**src/rtl/counter_sequencer.sv**
```systemverilog
// Run/pause/step controller for the LED count register.
// A prescaled tick advances the count while running; one-cycle command
// pulses clear/load the count, toggle run/pause or request a single step.
// COUNT and its Gray-coded twin are registered together so they never skew.
module counter_sequencer #(
    parameter int          WIDTH = 10,
    parameter int          DIV_W = 24,
    parameter logic [31:0] PAT_A = 32'h155,
    parameter logic [31:0] PAT_B = 32'h2AA
) (
    input  logic             CLK,
    input  logic             RST,
    input  logic             CMD_CLR,
    input  logic             CMD_LDA,
    input  logic             CMD_LDB,
    input  logic             CMD_STEP,
    input  logic             CMD_RUN,
    input  logic             DIR,
    input  logic [1:0]       RATE,
    output logic [WIDTH-1:0] COUNT,
    output logic [WIDTH-1:0] GRAY,
    output logic             RUNNING,
    output logic [1:0]       STATE,
    output logic             TICK,
    output logic             WRAP
);

    typedef enum logic [1:0] {
        ST_PAUSE = 2'd0,
        ST_RUN   = 2'd1,
        ST_STEP  = 2'd2
    } state_t;

    localparam logic [WIDTH-1:0] PAT_A_W = PAT_A[WIDTH-1:0];
    localparam logic [WIDTH-1:0] PAT_B_W = PAT_B[WIDTH-1:0];

    logic [DIV_W-1:0] div_reg;
    logic             prev_bit_reg;
    logic [1:0]       rate_q_reg;
    logic [3:0]       tap;
    logic             sel_bit;

    state_t           state_reg;
    state_t           state_next;

    logic [WIDTH-1:0] count_reg;
    logic [WIDTH-1:0] count_next;
    logic [WIDTH-1:0] gray_reg;
    logic [WIDTH-1:0] gray_next;
    logic             wrap_reg;
    logic             wrap_next;
    logic             step_apply;

    // The four selectable prescaler taps are the top four divider bits.
    generate
        for (genvar gi = 0; gi < 4; gi++) begin : g_tap
            assign tap[gi] = div_reg[DIV_W-4+gi];
        end
    endgenerate

    assign sel_bit = tap[rate_q_reg];

    // Rising edge of the selected tap; a RATE change blanks TICK for the
    // cycle in which RATE and its registered copy disagree.
    assign TICK = sel_bit & ~prev_bit_reg & (RATE == rate_q_reg);

    // Free-running prescaler plus edge-detect history and registered rate.
    always_ff @(posedge CLK) begin
        if (RST) begin
            div_reg      <= '0;
            prev_bit_reg <= 1'b0;
            rate_q_reg   <= 2'd0;
        end else begin
            div_reg      <= div_reg + DIV_W'(1);
            prev_bit_reg <= sel_bit;
            rate_q_reg   <= RATE;
        end
    end

    // Run/pause/step state register.
    always_ff @(posedge CLK) begin
        if (RST) begin
            state_reg <= ST_PAUSE;
        end else begin
            state_reg <= state_next;
        end
    end

    // Next state: RUN toggles, STEP only from PAUSE, STEP lasts one cycle.
    always_comb begin
        state_next = state_reg;
        case (state_reg)
            ST_PAUSE: begin
                if (CMD_RUN) begin
                    state_next = ST_RUN;
                end else if (CMD_STEP) begin
                    state_next = ST_STEP;
                end
            end
            ST_RUN: begin
                if (CMD_RUN) begin
                    state_next = ST_PAUSE;
                end
            end
            ST_STEP: begin
                state_next = ST_PAUSE;
            end
            default: begin
                state_next = ST_PAUSE;
            end
        endcase
    end

    // Count update: loads beat any step/tick, which is dropped rather than deferred.
    always_comb begin
        count_next = count_reg;
        wrap_next  = 1'b0;
        step_apply = 1'b0;
        if (CMD_CLR) begin
            count_next = '0;
        end else if (CMD_LDA) begin
            count_next = PAT_A_W;
        end else if (CMD_LDB) begin
            count_next = PAT_B_W;
        end else begin
            step_apply = (state_reg == ST_STEP) || ((state_reg == ST_RUN) && TICK);
            if (step_apply) begin
                if (DIR) begin
                    count_next = count_reg - WIDTH'(1);
                    wrap_next  = (count_reg == '0);
                end else begin
                    count_next = count_reg + WIDTH'(1);
                    wrap_next  = &count_reg;
                end
            end
        end
        gray_next = count_next ^ (count_next >> 1);
    end

    // Count, Gray twin and wrap pulse all update on the same edge.
    always_ff @(posedge CLK) begin
        if (RST) begin
            count_reg <= '0;
            gray_reg  <= '0;
            wrap_reg  <= 1'b0;
        end else begin
            count_reg <= count_next;
            gray_reg  <= gray_next;
            wrap_reg  <= wrap_next;
        end
    end

    assign COUNT   = count_reg;
    assign GRAY    = gray_reg;
    assign WRAP    = wrap_reg;
    assign STATE   = state_reg;
    assign RUNNING = (state_reg == ST_RUN);

endmodule

```
**config.mk**
```make
export PLATFORM = sky130hd
export DESIGN_NAME = counter_sequencer
export DESIGN_NICKNAME = d
export VERILOG_FILES = /design/src/rtl/counter_sequencer.sv
export SDC_FILE = /design/constraint.sdc
export NUM_CORES = 1
export LEC_CHECK = 0
export CAP_MARGIN = 20
export CORE_MARGIN = 5
export CORE_UTILIZATION = 25
export DETAILED_ROUTE_END_ITERATION = 8
export GPL_TIMING_DRIVEN = 0
export PLACE_DENSITY_LB_ADDON = 0.3
export SYNTH_ARGS = -nofsm -noshare
export SYNTH_HDL_FRONTEND = slang
export SYNTH_SLANG_ARGS = --single-unit
```
**constraint.sdc**
```tcl
create_clock -name CLK -period 3.15 [get_ports CLK]
set_input_delay 0.4725 -clock CLK [delete_from_list [all_inputs] [get_ports CLK]]
set_output_delay 0.4725 -clock CLK [all_outputs]
set_load 0.01 [all_outputs]
```
# Word level (Yosys, flattened, before mapping)
# Cells that the tools add are included.
[totals]
regBits = 50
input_bits = 10
out_inout_bits = 25
wordCells = 40
[op_classes]
addsub = 3
order_cmp = 1
n_eq_ne = 5
n_mux = 12
bitwise = 5
n_reduce_logical = 7
[ops]
columns = ["operator", "n"]
rows = [
  ["$mux 10", 5],
  ["$add 24x1->24 const B", 1],
  ["$add 10x1->10 const B", 1],
  ["$logic_not 10->1", 1],
  ["$reduce_and 10->1", 1],
  ["$sub 10x1->10 const B", 1],
  ["$xor 10x9->10", 1],
  ["$mux 2", 3],
  ["$reduce_or 5->1", 1],
  ["$pmux 2 s2", 1],
  ["$lt 2x3->1 const B", 1],
  ["$ne 3x3->1 const B", 1],
  ["$and 1x1->1", 2],
  ["$bmux 1 s2", 1],
  ["$eq 2x1->1 const B", 1],
  ["$eq 2x2->1", 1],
  ["$eq 2x2->1 const B", 1],
  ["$logic_not 2->1", 1],
  ["$mux 1", 2],
  ["$ne 2x2->1 const B", 1],
  ["$not 1->1", 2],
  ["$reduce_and 2->1", 1],
  ["$logic_and 1x1->1", 1],
  ["$logic_or 1x1->1", 1],
]

# Longest topological paths before layout
[logic_depth]
depth_word = 11
ltp_mapped = 8
depth_no_buf = 8

# Least setup slack after synthesis
# Ideal clock, no wire load.
[synth_timing]
path_kind = "input -> register"
start = "input port DIR"
end = "register gray_reg[8] (netlist: GRAY[8])"
setup_time_ns = 0.115
t_arrival_ns = 2.234
required_ns = 3.035
path_slack_ns = 0.800
stages = 8
n_path_buf = 0
cell_sequence = "ha_1 -> a21oi_1 -> o21ai_0 -> or3_1 -> a21oi_2 -> xor2_1 -> or4_1 -> and3_1"
[synth_between]
elab_chain_cells = 6
[synth_lines]
columns = ["item", "line", "source"]
rows = [
  ["start: declaration", "18", "input logic DIR,"],
  ["$mux 10", "128", "if (DIR) begin"],
  ["$mux 10", "127", "if (step_apply) begin"],
  ["$mux 10", "123", "end else if (CMD_LDB) begin"],
  ["$mux 10", "121", "end else if (CMD_LDA) begin"],
  ["$mux 10", "119", "if (CMD_CLR) begin"],
  ["$xor 10x9->10", "137", "gray_next = count_next ^ (count_next >> 1);"],
  ["end signal: assignment", "148", "gray_reg <= gray_next;"],
  ["end: declaration", "48", "logic [WIDTH-1:0] gray_reg;"],
]
# Every way passes these cells.
# A chain may end at the register's enable or synchronous reset.

# Worst setup path after layout
# Same ends and word-level chain as after synthesis.

==> metrics.md <==
| Metric | Value |
|---|---|
| Relative area change from synthesis to final layout | 25.1% |
| Worst-path cell with the longest stage delay | sky130_fd_sc_hd__dlymetal6s2s_1 |
| Clock Latency Late Sink | 0.31 ns |
| Per-instance average area after synthesis | 9.05 sq um |
| CTS root buffer | sky130_fd_sc_hd__clkbuf_8 |
| Actual transition at the worst max-transition pin | 0.688 ns |
| Number of hold buffers added after CTS | 0 |
| Asr flop ratio synth | 0% |
| Share of the yosys chip area belonging to registers | 39.4% |
| Post-synth top area share | 39.4% |
| Share of synthesized cell area in full adder, half adder and majority cells | 5.33% |
| Final worst path period share | 87.3% |
| Clock tree from TritonCTS | done |
| I/O pin cnt | 35 |
| Post-synthesis xor/xnor area fraction | 14.1% |
| Number of flip-flops in the largest register | 24 |
| Complex-gate fraction of the synthesized area | 14.4% |
| Leading post-synthesis cells by cell area | sky130_fd_sc_hd__dfxtp_1, sky130_fd_sc_hd__xor2_1, sky130_fd_sc_hd__xnor2_1 |
| Maximum clock skew at final layout | 0.0172 ns |
| Placed wire-length estimate after detailed placement | 4.48 mm |
| Largest area contributor in the synthesized netlist | sky130_fd_sc_hd__dfxtp_1 |
| First-pass GRT wire length | 10.3 mm |
| Post-Syn Instances | 275 |
| Commonest cells after routing, fill and taps aside | sky130_fd_sc_hd__dfxtp_1, sky130_fd_sc_hd__nor2_1, sky130_fd_sc_hd__clkdlybuf4s50_1, sky130_fd_sc_hd__xor2_1 |
| Slew headroom | 53.7% |
| Pin count of the biggest net entering global routing | 16 |
| Design area | 3120 sq um |
| Fraction of layout instances using a drive strength above 1 | 6.94% |
| Cell total after placement | 442 |
| Post-Synth Simple-Gate Area | 22.7% |
| DR WL/cell | 13.2 microns |
| Largest fanout of any net on the critical path | 15 |
| Final WL | 5.93 mm |
| Critical Path Sink Type | flip-flop |
| Number of buffers created by CTS | 5 |
| Antenna-violating nets left | 0 |
| Primary flip-flop cell chosen by synthesis mapping | sky130_fd_sc_hd__dfxtp_1 |
| Hold Slack | 0.468 ns |
| Height of the die | 110 microns |
| Lkg Pwr | 0.00113 uW |
| Worst setup timing slack at the placement stage | -0.290 ns |
| Cell Area, Synth | 2490 sq um |
| EDFF count, synth | 0 |
| Share of synthesized area spent on multiplexers | 1.71% |
| Clock Sinks | 49 |
| Final min period | 2.75 ns |
| Horizontal die dimension | 110 microns |
| Number of standard-cell rows in the floorplan | 36 |
| Fill cell instance count of the final layout | 1,059 |
| Type of the most critical hold path | reg2reg |
| Warnings from Yosys | 0 |
| Final net count | 336 |
| Setup CP Type | in2reg |
| Maximum count of clock buffers along a single path | 2 |
| Worst reg2reg setup slack | 0.61 ns |
| WP data required | 3.36 ns |
| Fin worst setup slack | 0.400 ns |
| Most common cell after layout, fill and taps aside | sky130_fd_sc_hd__dfxtp_1 |
| Pwr Density | 428 nW/um^2 |
| Max cap viols | 0 |
| Clock-pin slew of the registers on the worst-case setup and hold paths | 0.10 ns |
| Global route total overflow | 0 |
| Total vias in the final route | 2,038 |
| DR vias/cell | 4.53 |
| Highest cell delay on the worst timing path | 0.46 ns |
| # setup viols final | 0 |
| Count of endpoints failing hold in the final timing report | 0 |
| Total of flip-flops plus latches after synthesis | 49 |
| Violation count after the first detailed-route iteration | 69 |
| Detailed-routing iteration count for the pre-antenna-repair pass | 4 |
| Total count of max-transition violations in the final report | 0 |
| Total routing resource utilization after global routing | 10.7% |
| Placed inst area | 3000 sq um |
| Total power after layout | 1330 uW |
| Highest Clock Rate | 364 MHz |
| CP startpoint kind | input port |
| Count of unresolved DRC violations after routing | 0 |
| Final RePlAce weighted congestion | 0.750 |
| Number of antenna violations at the first check in global routing | 0 |
| Vias in the first global route | 2,057 |
| Nets in the synthesized netlist | 295 |
| Crit path cell chain | dlymetal6s2s_1 > ha_1 > a21oi_1 > o21ai_0 > or3_1 > a21oi_2 > xor2_1 > or4_1 > and3_1 |
| H-Tree Level Count | 2 |
| Peak ir drop on the vdd network | 231 uV |
| RSZ-0062 raised after global routing | false |
| Area of the core | 9730 sq um |
| I/O Buffers | 34 |
| Die area | 12,100 sq um |
| Initial cell density of the core | 25.6% |
| N_diodes | 0 |
| Dominant combinational cell family by area after synthesis | simple AND/OR/NAND/NOR gates |
| Outcome | complete, no violations |
| Number of distinct library cell variants in the gate-level netlist after synthesis | 47 |
| Non-filler instance count after layout | 450 |
| Arrival time of the worst setup path | 2.96 ns |
Yosys cell counts (3+ instances only):
cell,instances
sky130_fd_sc_hd__nand3_1,16
sky130_fd_sc_hd__nor4_1,5
sky130_fd_sc_hd__dfxtp_1,49
sky130_fd_sc_hd__nor2b_1,10
sky130_fd_sc_hd__xor2_1,21
sky130_fd_sc_hd__or3_1,3
sky130_fd_sc_hd__inv_1,3
sky130_fd_sc_hd__ha_1,9
sky130_fd_sc_hd__and3_1,6
sky130_fd_sc_hd__nand2_1,19
sky130_fd_sc_hd__nand4_1,5
sky130_fd_sc_hd__nor3_1,3
sky130_fd_sc_hd__nor2_1,34
sky130_fd_sc_hd__o21a_1,4
sky130_fd_sc_hd__a21boi_1,7
sky130_fd_sc_hd__a21oi_1,13
sky130_fd_sc_hd__o21ai_0,8
sky130_fd_sc_hd__xnor2_1,19
sky130_fd_sc_hd__clkbuf_1,4
sky130_fd_sc_hd__and2_1,3
layout make-up:
class / count / area, sq um / area share [%]
Multi-Input combinational cell: 215 / 1450 / 46.5
Sequential cell: 49 / 981 / 31.5
Timing Repair Buffer: 34 / 343 / 11.0
Tap cell: 133 / 166 / 5.34
Clock buffer: 7 / 86.3 / 2.77
Buffer: 8 / 48.8 / 1.57
Clock inverter: 1 / 30.0 / 0.964
Inverter: 3 / 11.3 / 0.361
routing by layer:
layer  routed length (microns)  global-route usage [%]  part of all wire (%)
met1                      3010                    15.1                    51
met2                      2570                    16.3                    43
met3                       257                    2.47                   4.3
met4                        92                    3.03                   1.6
met5                         0                       0                     0
worst max-delay path, delay by kind of cell:
kind | cells | cell delay, ns
AOI/OAI and AO/OA | 3 | 0.55
and+or+nand+nor | 3 | 0.97
buffers and inverters | 1 | 0.46
adders and majority gates | 1 | 0.39
xor gates and xnor gates | 1 | 0.11
final timing paths:
path,cells past startpoint,to,start
min reg2reg,1,div_reg[0],div_reg[0]
max,9,GRAY[8],DIR
min,1,div_reg[0],div_reg[0]
max reg2reg,8,GRAY[8],COUNT[2]
per-stage QoR:
stage | utilization [%] | TNS (ns)
floorplan | - | 0
global placement | 30.8 | -0.423
detailed placement | 30.8 | -0.402
CTS | 32.0 | 0
global route | 32.0 | 0
finish | 32.0 | 0
cells by family (layout without fill, tap and decap cells):
family                     count (synthesis)  after routing
DFF                                       49             49
muxes                                      3              3
AOI/OAI and AO/OA                         50             50
buffers and inverters                     11             53
xor gates and xnor gates                  40             40
adders and majority gates                 10             10
and+or+nand+nor                          112            112
report_power, final:
group / internal, uW / switching, uW / leakage [uW]
sequential: 638 / 19.6 / 0.000400
clock: 259 / 218 / 0.0000585
combinational: 98.3 / 101 / 0.000673
total: 996 / 339 / 0.00113
what timing repair did:
item                                    4_1_cts  5_1_grt
setup buffers                                 0        0
endpoints found under the setup margin        0        1
resized for setup                             0        1
(Power assumes the default switching activity.)
